### src/rtl/isp_pkg.sv
// rtl/isp_pkg.sv - shared ISP state encoding and default frame geometry
package isp_pkg;

   localparam logic [1:0] S_IDLE = 2'd0;
   localparam logic [1:0] S_WAIT = 2'd1;
   localparam logic [1:0] S_LINE = 2'd2;
   localparam logic [1:0] S_END  = 2'd3;

   localparam int DEF_IMG_W = 640;
   localparam int DEF_IMG_H = 480;
   localparam int DEF_CNT_W = 11;
   localparam int DEF_DLY   = 1;

endpackage

### src/rtl/sig_delay_line.sv
// rtl/sig_delay_line.sv - fixed-depth register pipeline with async active-low clear
module sig_delay_line #(
   parameter int WIDTH = 1,
   parameter int DEPTH = 1
) (
   input  logic             clock,
   input  logic             rst_n,
   input  logic [WIDTH-1:0] din,
   output logic [WIDTH-1:0] dout
);

   logic [WIDTH-1:0] stage [DEPTH];

   always_ff @(posedge clock or negedge rst_n) begin
      if (!rst_n) begin
         for (int i = 0; i < DEPTH; i++) stage[i] <= '0;
      end else begin
         stage[0] <= din;
         for (int i = 1; i < DEPTH; i++) stage[i] <= stage[i-1];
      end
   end

   assign dout = stage[DEPTH-1];

endmodule

### src/rtl/line_buf_window_ctrl.sv
// rtl/line_buf_window_ctrl.sv - column/row sequencer and sync alignment for a 2-line 3x3 line buffer
module line_buf_window_ctrl
   import isp_pkg::*;
#(
   parameter int IMG_W = DEF_IMG_W,
   parameter int IMG_H = DEF_IMG_H,
   parameter int CNT_W = DEF_CNT_W,
   parameter int DLY   = DEF_DLY
) (
   input  logic             clock,
   input  logic             rst_n,
   input  logic             per_frame_vsync,
   input  logic             per_frame_href,
   input  logic             per_frame_clken,
   output logic             lb_clken,
   output logic             lb_href,
   output logic             post_frame_vsync,
   output logic             post_frame_href,
   output logic             post_frame_clken,
   output logic [CNT_W-1:0] col_cnt,
   output logic [CNT_W-1:0] row_cnt,
   output logic             win_valid,
   output logic             line_err,
   output logic             frame_done
);

   localparam logic [CNT_W-1:0] COL_MAX  = '1;
   localparam logic [CNT_W-1:0] LINE_LEN = CNT_W'(IMG_W);
   localparam logic [CNT_W-1:0] LAST_ROW = CNT_W'(IMG_H - 1);
   localparam logic [CNT_W-1:0] WIN_MIN  = CNT_W'(2);
   localparam int               PIPE_W   = 3 + 2 * CNT_W;

   logic [1:0]       state, state_nxt;
   logic [CNT_W-1:0] col, col_nxt;
   logic [CNT_W-1:0] row, row_nxt;
   logic [CNT_W-1:0] cur_col;
   logic             vsync_d, href_d;
   logic             vsync_rise, href_rise, href_fall;
   logic             frame_act;
   logic [PIPE_W-1:0] pipe_in, pipe_out;

   assign vsync_rise = per_frame_vsync & ~vsync_d;
   assign href_rise  = per_frame_href & ~href_d;
   assign href_fall  = ~per_frame_href & href_d;
   assign frame_act  = (state != S_IDLE);

   // Buffer strobes bypass all registers so they line up with the pixel data.
   assign lb_clken = per_frame_clken & per_frame_href & frame_act;
   assign lb_href  = per_frame_href & frame_act;

   // The pixel arriving with href rise is column 0 while col still holds the old line.
   assign cur_col = (state == S_LINE) ? col : '0;

   always_ff @(posedge clock or negedge rst_n) begin
      if (!rst_n) begin
         vsync_d <= 1'b0;
         href_d  <= 1'b0;
         state   <= S_IDLE;
         col     <= '0;
         row     <= '0;
      end else begin
         vsync_d <= per_frame_vsync;
         href_d  <= per_frame_href;
         state   <= state_nxt;
         col     <= col_nxt;
         row     <= row_nxt;
      end
   end

   always_comb begin
      state_nxt = state;
      col_nxt   = col;
      row_nxt   = row;
      case (state)
         S_IDLE: begin
            if (vsync_rise) begin
               state_nxt = S_WAIT;
               row_nxt   = '0;
            end
         end
         S_WAIT: begin
            if (vsync_rise) begin
               row_nxt = '0;
            end else if (href_rise) begin
               state_nxt = S_LINE;
               col_nxt   = per_frame_clken ? CNT_W'(1) : '0;
            end
         end
         S_LINE: begin
            // A new frame aborts the line without reporting a length error.
            if (vsync_rise) begin
               state_nxt = S_WAIT;
               row_nxt   = '0;
            end else if (href_fall) begin
               state_nxt = S_END;
            end else if (per_frame_clken && per_frame_href && col != COL_MAX) begin
               col_nxt = col + CNT_W'(1);
            end
         end
         S_END: begin
            if (vsync_rise) begin
               state_nxt = S_WAIT;
               row_nxt   = '0;
            end else if (row == LAST_ROW) begin
               state_nxt = S_IDLE;
            end else begin
               state_nxt = S_WAIT;
               row_nxt   = row + CNT_W'(1);
            end
         end
         default: begin
            state_nxt = S_IDLE;
         end
      endcase
   end

   assign line_err   = (state == S_END) && (col != LINE_LEN);
   assign frame_done = (state == S_END) && (row == LAST_ROW);

   assign pipe_in = {per_frame_vsync, per_frame_href, lb_clken, row, cur_col};

   sig_delay_line #(
      .WIDTH (PIPE_W),
      .DEPTH (DLY)
   ) u_sync_dly (
      .clock (clock),
      .rst_n (rst_n),
      .din   (pipe_in),
      .dout  (pipe_out)
   );

   assign {post_frame_vsync, post_frame_href, post_frame_clken, row_cnt, col_cnt} = pipe_out;

   assign win_valid = post_frame_clken && (row_cnt >= WIN_MIN) && (col_cnt >= WIN_MIN);

endmodule

### config.mk
export PLATFORM = sky130hd
export DESIGN_NAME = line_buf_window_ctrl
export DESIGN_NICKNAME = d
export VERILOG_FILES = /design/src/rtl/isp_pkg.sv /design/src/rtl/sig_delay_line.sv /design/src/rtl/line_buf_window_ctrl.sv
export SDC_FILE = /design/constraint.sdc
export NUM_CORES = 1
export LEC_CHECK = 0
export ABC_CLOCK_PERIOD_IN_PS = 1800
export BUFFER_PORTS_ARGS = -buffer_cell sky130_fd_sc_hd__buf_4
export CAP_MARGIN = 30
export CORE_MARGIN = 2
export CORE_UTILIZATION = 50
export CTS_CLUSTER_SIZE = 14
export DETAILED_ROUTE_END_ITERATION = 7
export GPL_TIMING_DRIVEN = 1
export PLACE_DENSITY = 0.75
export SYNTH_ARGS = -nofsm -noshare
export SYNTH_HDL_FRONTEND = slang
export SYNTH_HIERARCHICAL = 1
export SYNTH_SLANG_ARGS = --single-unit
### constraint.sdc
create_clock -name clock -period 1.8 [get_ports clock]
set_clock_uncertainty 0.1 [all_clocks]
set_input_delay 0.18 -clock clock [delete_from_list [all_inputs] [get_ports clock]]
set_output_delay 0.18 -clock clock [all_outputs]
set_load 0.05 [all_outputs]
# [Yosys cells after proc, flatten, opt, wreduce, memory -nomap -nowiden]
# Cells that the tools add are included.
[word_totals] mem_bits_ro=0 word_cells=67 ff_bits=51 n_memories=0 ramBits=0 out_inout_bits=30 latch_bits=0 input_bits=5
[classes] shift=0 n_lt_le_gt_ge=2 n_addsub=2 bitwise_logic=9 n_reduce_logical=13 n_div=0 n_eq_ne=15 mul=0 n_mux=20
[op_table] op="$mux W11" count=9
[op_table] op="$pmux W11 S2" count=2
[op_table] op="$add A11 B1 Y11 const B" count=2
[op_table] op="$ge A11 B2 Y1 const B" count=2
[op_table] op="$eq A11 B9 Y1 const B" count=1
[op_table] op="$ne A11 B10 Y1 const B" count=1
[op_table] op="$ne A11 B11 Y1 const B" count=1
[op_table] op="$mux W2" count=5
[op_table] op="$ne A2 B2 Y1 const B" count=5
[op_table] op="$pmux W2 S4" count=1
[op_table] op="$and A1 B1 Y1" count=6
[op_table] op="$logic_and A1 B1 Y1" count=6
[op_table] op="$ne A3 B3 Y1 const B" count=2
[op_table] op="$reduce_and A6 Y1" count=1
[op_table] op="$eq A2 B2 Y1 const B" count=2
[op_table] op="$ne A2 B1 Y1 const B" count=2
[op_table] op="$reduce_and A4 Y1" count=1
[op_table] op="$reduce_bool A2 Y1" count=2
[op_table] op="$mux W1" count=3
[op_table] op="$not A1 Y1" count=3
[op_table] op="$reduce_or A3 Y1" count=1
[op_table] op="$eq A2 B1 Y1 const B" count=1
[op_table] op="$logic_not A2 Y1" count=1
[op_table] op="$reduce_and A2 Y1" count=1

# [Longest topological paths before layout]
# Gate-level depths: netlist of the first run.
[logic_depth] ltp_word=6 ltp_mapped=7 mapped_depth_nobuf=5

# [Hierarchy]
# Netlist of the first run, hierarchy kept.
[modules_own_cells] mod="line_buf_window_ctrl" seq_area_each_um2=650.6 cells_per_inst=175 instances=1 area_per_inst_um2=1602.8
[modules_own_cells] mod="sig_delay_line" seq_area_each_um2=625.6 cells_per_inst=25 instances=1 area_per_inst_um2=625.6

# [Worst setup path before layout of the first run]
# Ideal clock, no wire load.
[synth_path] path_type="reg-to-output" startpoint="register row[0]" endpoint="output frame_done" setup_slack_ns=-0.777 t_required_ns=1.520 t_arrival_ns=2.297 n_path_buf=0 stages_incl_launch_ff=4 cell_sequence="dfrtp_1 -> ha_1 -> nand4_1 -> nor4_1"
[synth_between] elab_chain_len=2
[synth_lines] element="start: declaration" line="line_buf_window_ctrl.sv:35" rtl="logic [CNT_W-1:0] row, row_nxt;"
[synth_lines] element="start signal: assignment" line="line_buf_window_ctrl.sv:66" rtl="row <= row_nxt;"
[synth_lines] element="$eq A11 B9 Y1" line="line_buf_window_ctrl.sv:118" rtl="assign frame_done = (state == S_END) && (row == LAST_ROW);"
[synth_lines] element="$logic_and A1 B1 Y1" line="line_buf_window_ctrl.sv:118"
[synth_lines] element="end: declaration" line="line_buf_window_ctrl.sv:24" rtl="output logic frame_done"
# No other way between the ends.

# [Final worst setup path of the first run]
[layout_path] startpoint="register u_sync_dly.stage (netlist bit u_sync_dly/dout[19])" endpoint="output win_valid"
[layout_between] elab_chain_len=3
[layout_lines] element="start: declaration" line="sig_delay_line.sv:12" rtl="logic [WIDTH-1:0] stage [DEPTH];"
[layout_lines] element="$ge A11 B2 Y1" line="line_buf_window_ctrl.sv:134" rtl="assign win_valid = post_frame_clken && (row_cnt >= WIN_MIN) && (col_cnt >= WIN_MIN);"
[layout_lines] element="$logic_and A1 B1 Y1 (2 in series)" line="line_buf_window_ctrl.sv:134"
[layout_lines] element="end: declaration" line="line_buf_window_ctrl.sv:22" rtl="output logic win_valid,"
# No other way between the ends.

==> results of run 1 <==
[cell type report]
cell class	instances	area (um^2)	area share [%]
sequential	51	1281	38.69
clock buffer	6	72.57	2.191
clock inverter	2	60.06	1.813
timing repair buffer	90	728.2	21.99
multi-input combinational	133	1075	32.45
tap	52	65.06	1.964
inverter	8	30.03	0.9067
[final timing paths]
check                                    startpoint                  end  slack (ns)  cells after the start
worst min-delay path                per_frame_clken  u_sync_dly/dout[22]        0.06                      2
worst min register to register               row[8]  u_sync_dly/dout[19]        0.34                      0
max in group asynchronous                     rst_n  u_sync_dly/dout[18]        0.81                      2
worst max-delay path            u_sync_dly/dout[19]            win_valid       -0.28                      4
worst max register to register               row[1]               row[2]        0.02                      7
min in group asynchronous                     rst_n             state[1]        0.34                      2
[logic make-up (layout without fill, tap and decap cells)]
kind of cell / Yosys count / in the layout / share of synthesized area, %
and+or+nand+nor: 86 / 86 / 22.51
adders and majority gates: 3 / 3 / 1.685
xor gates and xnor gates: 5 / 5 / 1.965
DFF: 51 / 51 / 57.27
buffers and inverters: 16 / 106 / 3.818
muxes: 1 / 1 / 0.4492
AOI/OAI and AO/OA: 38 / 38 / 12.30
[sequential cells by signal, indices dropped and copies added (netlist names)]
name,flops
u_sync_dly/dout,25
col,11
row,11
state,2
href_d,1
vsync_d,1
[worst max-delay path, cell delays in order, from the launching register on]
cell                      delay [ns]
sky130_fd_sc_hd__dfrtp_2        0.41
sky130_fd_sc_hd__or4_4          0.54
sky130_fd_sc_hd__o41ai_4        0.32
sky130_fd_sc_hd__a31oi_2        0.06
sky130_fd_sc_hd__buf_6          0.17
[through the flow]
step / hold WS [ns] / util, % / std cells / setup TNS [ns] / total power, mW
after floorplan: -0.2156 / - / 200 / -1.029 / 1.633
after global placement: 0.1361 / 66.06 / 319 / -0.04207 / 1.885
after detailed placement: 0.1430 / 66.06 / 319 / -0.5795 / 1.892
after CTS: 0.08736 / 71.96 / 332 / -0.3790 / 2.837
after global routing: 0.05876 / 76.59 / 342 / -0.7668 / 3.044
final: 0.06412 / 76.59 / 342 / -0.4055 / 2.914
[metal layers]
metal / vias up / track usage [%]
met2: 65 / 32.19
met1: 936 / 30.68
met5: - / 0
met4: 0 / 5.660
li1: 908 / -
met3: 4 / 3.704
[repair_timing]
action / in CTS / in global routing
setup endpoints to repair: 16 / 15
setup buffers: 2 / 13
hold buffers: 3 / 0
hold endpoints to repair: 55 / 0
pin swaps: 6 / 12
resized for setup: 15 / 27
cloned: 0 / 0
[placed cells by master, fill, tap and decap left out, types with 7 or more instances in the layout]
cell                       n
sky130_fd_sc_hd__inv_1     7
sky130_fd_sc_hd__nand2_1   9
sky130_fd_sc_hd__nor2_1   14
sky130_fd_sc_hd__buf_6    12
sky130_fd_sc_hd__dfrtp_1  47
sky130_fd_sc_hd__nand3_1   9
sky130_fd_sc_hd__buf_4    75
sky130_fd_sc_hd__and2_1    7
[power breakdown]
group	total (mW)	internal, mW	switching (mW)
Clock	0.918	0.555	0.363
Combinational	0.721	0.316	0.405
Sequential	1.28	1.22	0.0528
==> metrics list, run 1 <==
* Uppermost layer routed: met4
- Averaged over all synthesized cells, the footprint is 11.14 um^2.
* I/O pin count: 35
- Count of mapped cells out of synthesis: 200
- Register bit count reported by yosys: 51
- Wire length per cell: around 15 um
- Number of nets in the final layout: 297
- Overall via count from detail_route: about 1900
- Placed cell areas: between 2000 and 3000 um^2
- CTS tree: built
- The initial antenna violation count was 0.
- OpenSTA, run right after detailed placement, puts the worst setup slack at -0.1463 ns.
- Clock edge transition at the registers on the reported setup and hold paths: 0.09 ns
- Max-capacitance violation count: 0
- From synthesis to final layout, the design area changed by 48.62%.
- The worst setup path is captured at an output pin.
- After detailed routing, the number of vias per cell comes to roughly 5.6.
* Sum of met3 wire segment lengths after detailed routing: a little over 300 um
- Dpl hpwl: 3498 um
- Fill cells: ~280
* Highest clock frequency the design can meet: about 480 MHz
- Port buffering added 34 buffers.
* Ranking of synthesized cells by area: sky130_fd_sc_hd__dfrtp_1 (57%), sky130_fd_sc_hd__nor4_1 (2.8%), sky130_fd_sc_hd__nor2_1 (2.4%), sky130_fd_sc_hd__and2_1 (2.2%), sky130_fd_sc_hd__nand3_1 (2.2%)
- Slew Limit Fails: 0
* TritonRoute pass-1 iters: 5
- Cells with a size suffix above 1 make up ~46% of the layout.
* Antenna fix cells: 0
* Worst-path fanout max: 2
- The count of nets left with antenna violations once routing finished came out at 0.
- For this run, the register share of the synthesized area comes to a little under three fifths.
- Async set-or-reset flop fraction in the synthesized netlist: 100.0%
* IR drop worst, VDD: approximately 590 uV
- The worst setup path is of the reg -> out kind.
- The checks that failed: negative setup slack.
- Summing all non-filler instances in the final layout gives an area of 3312 um^2.
* Post-Route WL: around 5200 um
* Amount of wire on met2 after detailed routing: 2525 um
- Effective utilization at floorplan: about half
- For this block, wires on met1 add up to between 2000 and 2500 um.
- DIE WIDTH: 70.76 um
- The first global-routing pass estimated 8169 um of wire.
* Die H: about 71 um
- The H-tree generated during clock tree synthesis spans 2 levels.
* Period utilization: 115.3%
- Headroom to the max-slew limit came out at around 59%.
- Most frequent cell after synthesis: sky130_fd_sc_hd__dfrtp_1
- In this run the power density over the cells is ~900 nW/um^2.
- Total CTS buffers: 5
* Yosys warning count: 6
- Post-route worst setup slack: -0.2759 ns
- Number of design-rule violations left by the first detailed-router iteration: between 100 and 150
- The clock passes through at most 2 buffers.
* Fraction of synthesized cell area taken by the top area cell type: between 50 and 60%
* Total clock sinks: 51
- Clock network latency to the later pin of the worst-skew pair: 0.30 ns
- Final hold violations: 0
- Global routing used 20.84% of the available tracks across all layers.
- GP Congestion: around 0.88
* CP Data Required Time: between 1.5 and 2 ns
* Leakage dissipation: about 1.5 nW
- Element type at the critical path start: flip-flop
- Top cells by count, synth: sky130_fd_sc_hd__dfrtp_1 (51), sky130_fd_sc_hd__nor2_1 (14), sky130_fd_sc_hd__nand3_1 (10), sky130_fd_sc_hd__nor4_1 (10), sky130_fd_sc_hd__nand2_1 (9)
- Cell taking the most area after synthesis: sky130_fd_sc_hd__dfrtp_1
* Final setup violation count: 2
* Total gr overflow: 0
- The floorplan step defined a die boundary enclosing 5007 um^2.
- At the pin with the least slew margin, the transition time is 0.6215 ns.
- Setup repair after global routing missed its margin: true
- Data arrives at the worst endpoint at approximately 1.8 ns.
- The via count of the first global-routing pass is 1678.
* Worst Hold Class: in -> reg
- The tree is rooted in a sky130_fd_sc_hd__clkbuf_8.
* Total DRC errors in the routed layout: 0
- Row count: 24
- Status: finished, violations left
* Distinct cells, synth: between 40 and 50
* Maximum number of pins on one net before global-route repair: 52
* Count of flip-flops with a built-in enable after synthesis: 0
- Among all flip-flop cells after synthesis, the most frequent one is sky130_fd_sc_hd__dfrtp_1.
- Core area: between 4000 and 5000 um^2
* Mapped cell area: roughly 2200 um^2
* Post-Syn Nets: around 210
* Minimum period implied by the final worst setup slack: 2.076 ns
(Power assumes the default switching activity.)
==> run 2, diff against run 1 <==
--- a/config.mk
+++ b/config.mk
@@ -9,11 +9,12 @@
 export BUFFER_PORTS_ARGS = -buffer_cell sky130_fd_sc_hd__buf_4
 export CAP_MARGIN = 30
 export CORE_MARGIN = 2
-export CORE_UTILIZATION = 50
+export CORE_UTILIZATION = 52
+export CTS_BUF_LIST = sky130_fd_sc_hd__clkbuf_8
 export CTS_CLUSTER_SIZE = 14
 export DETAILED_ROUTE_END_ITERATION = 7
 export GPL_TIMING_DRIVEN = 1
-export PLACE_DENSITY = 0.75
+export PLACE_DENSITY = 0.77
 export SYNTH_ARGS = -nofsm -noshare
 export SYNTH_HDL_FRONTEND = slang
 export SYNTH_HIERARCHICAL = 1
==> run 2 against run 1 <==
Compared with the run above: the flow still finishes with violations (negative setup slack); global-route usage is 2.6 points higher; power shrank 7.8%; register-to-register slack about the same; final cell count down 2.3%; largest cell class unchanged.
==> metrics list, run 2 (synthesized netlist as in run 1, its figures left out) <==
- Max Root-Sink Buffers: 2
- The register with the most flip-flops in the layout has 25 of them.
- Portion of total power attributed to sequential cells: 48.1%
* Antenna fix cells: 0
- At the pin with the least slew margin, the transition time is between 0.6 and 0.7 ns.
- The clock network burns a little over a quarter of the power.
- GRT Resource Usage Total: around a quarter
- In this run, placement finished with an instance count of just over 300.
- Status: finished, violations left
* Post-route worst setup slack: -0.2719 ns
- In this run the critical register-to-register path is launched from state[1].
- After the flow finishes, the layout carries non-filler instances totaling ~330.
- H-tree Lvls: 2
* Final hold violations: 0
- The die covers around 4800 um^2.
* Total gr overflow: 0
- Dpl hpwl: between 3000 and 4000 um
- The internal power of the cells totals roughly 1.9 mW.
* Pre-CTS setup slack: -0.06955 ns
* Final setup violation count: 2
- First-pass GRT wire length: roughly 9000 um
- Layout cells sized above 1: 44.37%
* Setup TNS: -0.3947 ns
- Total power density per cell area: between 800 and 900 nW/um^2
- Total CTS buffers: 5
- Compared with the post-synthesis result, the final layout area differs by 44.58%.
* Max-capacitance violation count: 0
- In the routed design, unresolved DRC markers number 0.
* Failing checks: negative setup slack
* Count of buffers inserted at the top-level ports: 34
- Of all nets on the critical path, the largest fanout is 2.
- Entering global routing, the biggest net connects 52 pins.
* Clock network latency to the later pin of the worst-skew pair: ~0.31 ns
- The worst hold path belongs to the class in -> reg.
- Number of design-rule violations left by the first detailed-router iteration: 160
- CTS tree: built
- Sequence of cells on the critical path: or4_4, o41ai_4, a31oi_2, buf_6
* Clock edge transition at the registers on the reported setup and hold paths: 0.09 ns
- Highest-delay cell along the critical path: sky130_fd_sc_hd__or4_4
- Number of nets in the final layout: 291
* TritonRoute pass-1 iters: 5
- The worst setup path is launched from a flip-flop.
- Row generation in the floorplan step produced 23 rows.
* Critical path origin: u_sync_dly/dout[16]
- The via count of the first global-routing pass was between 1500 and 2000.
* Root Buffer Master: sky130_fd_sc_hd__clkbuf_8
- The congestion estimate from routability-driven global placement came to 0.8068.
* Number of vias per cell after detailed routing: around 6.0
- Core area: 4058 um^2
- The worst hold path begins at per_frame_clken.
- DIE WIDTH: approximately 70 um
- The clock drives 51 sinks.
- Highest clock frequency the design can meet: a little under 500 MHz
* Minimum period implied by the final worst setup slack: 2.072 ns
* Wire length per cell: around 17 um
- Data arrival time of the critical path: around 1.8 ns
- Per report_power, the combinational group accounts for 25.3% of the total.
- The worst setup path is captured at an output pin.
* Setup repair after global routing missed its margin: true
* Slew Limit Fails: 0
- Detailed routing inserted a total of about 2000 vias.
- The analysis attributes to cell leakage a power of between 1.5 and 2 nW.
- The library cells used most frequently in the layout, excluding fill and tap cells, are sky130_fd_sc_hd__buf_4 (72), sky130_fd_sc_hd__dfrtp_1 (47), sky130_fd_sc_hd__nor2_1 (14), sky130_fd_sc_hd__nand2_1 (9).
- Effective utilization at floorplan: between 50% and 60%
- Switching share of power: 30.82%
- Period utilization: 115.1%
- Post-Route WL: 5828 um
- Leaving out fill and tap cells, the most frequent cell in the layout is sky130_fd_sc_hd__buf_4.
* Die H: between 60 and 70 um
* CP Data Required Time: about 1.5 ns
* I/O pin count: 35
- In this run the power spent charging and discharging nets is approximately 0.83 mW.
- The initial antenna violation count was 0.
- In this run the tightest slew margin relative to its limit is about three fifths.
- Remaining antenna violation count after routing: 0
- Setup Crit Path Kind: reg -> out
- In this design, the stage delay of the slowest critical-path cell is around 0.55 ns.
- Across the VDD grid, the largest voltage drop is about 670 uV.
==> run 2: through the flow <==
| stage | power (mW) | cell area [um^2] | hold WS (ns) | util [%] |
|---|---|---|---|---|
| 2_1_floorplan | 1.633 | 2283 | -0.2156 | - |
| 3_3_place_gp | 1.866 | 2809 | 0.1341 | 69.23 |
| 3_5_place_dp | 1.880 | 2809 | 0.1369 | 69.23 |
| 4_1_cts | 2.620 | 3023 | 0.02935 | 74.50 |
| 5_1_grt | 2.819 | 3222 | 0.06027 | 79.40 |
| 6_report | 2.686 | 3222 | 0.03789 | 79.40 |
==> run 2: power groups by stage <==
stage                     Sequential, mW  Combinational, mW  Clock [mW]
after floorplan                     1.39              0.244           0
after global placement              1.29              0.575           0
after detailed placement            1.30              0.585           0
after CTS                           1.28              0.614       0.728
after global routing                1.31              0.737       0.776
final                               1.29              0.680       0.713
==> run 2: critical path, delay by kind of cell, from the launching register on <==
| family | cells | cell delay, ns |
|---|---|---|
| buf+inv | 1 | 0.17 |
| flops | 1 | 0.39 |
| compound gates | 2 | 0.37 |
| simple gates | 1 | 0.55 |
==> run 2: timing repair <==
action,in CTS,in global routing
hold buffers,3,0
endpoints found under the setup margin,12,19
endpoints found under the hold margin,55,0
cloned,0,1
pin swaps,3,9
setup buffers,1,10
gates resized for setup,11,25
==> run 2: final cells by class <==
cell class / count / area, um^2
Clock buffer: 7 / 96.34
Clock inverter: 1 / 7.507
Fill cell: 232 / 835.8
Inverter: 8 / 30.03
Multi-Input combinational cell: 133 / 1070
Sequential cell: 51 / 1281
Tap cell: 50 / 62.56
Timing Repair Buffer: 84 / 674.4
==> run 2: final timing paths <==
kind,endpoint,slack (ns),cells past startpoint
setup / recovery,win_valid,-0.27,4
hold reg to reg,u_sync_dly/dout[19],0.36,0
max in group asynchronous,u_sync_dly/dout[20],0.83,2
hold / removal,u_sync_dly/dout[22],0.04,2
setup reg to reg,col[3],0.02,4
min in group asynchronous,u_sync_dly/dout[11],0.33,2
==> run 2: metal layers <==
layer  routed length [um]  GRT usage [%]  vias to the layer above
met2                 2882          36.22                      116
li1                     -              -                      901
met1                 2317          32.27                      971
met3                  456          5.959                       22
met5                    0              0                        -
met4                  172          8.279                        0
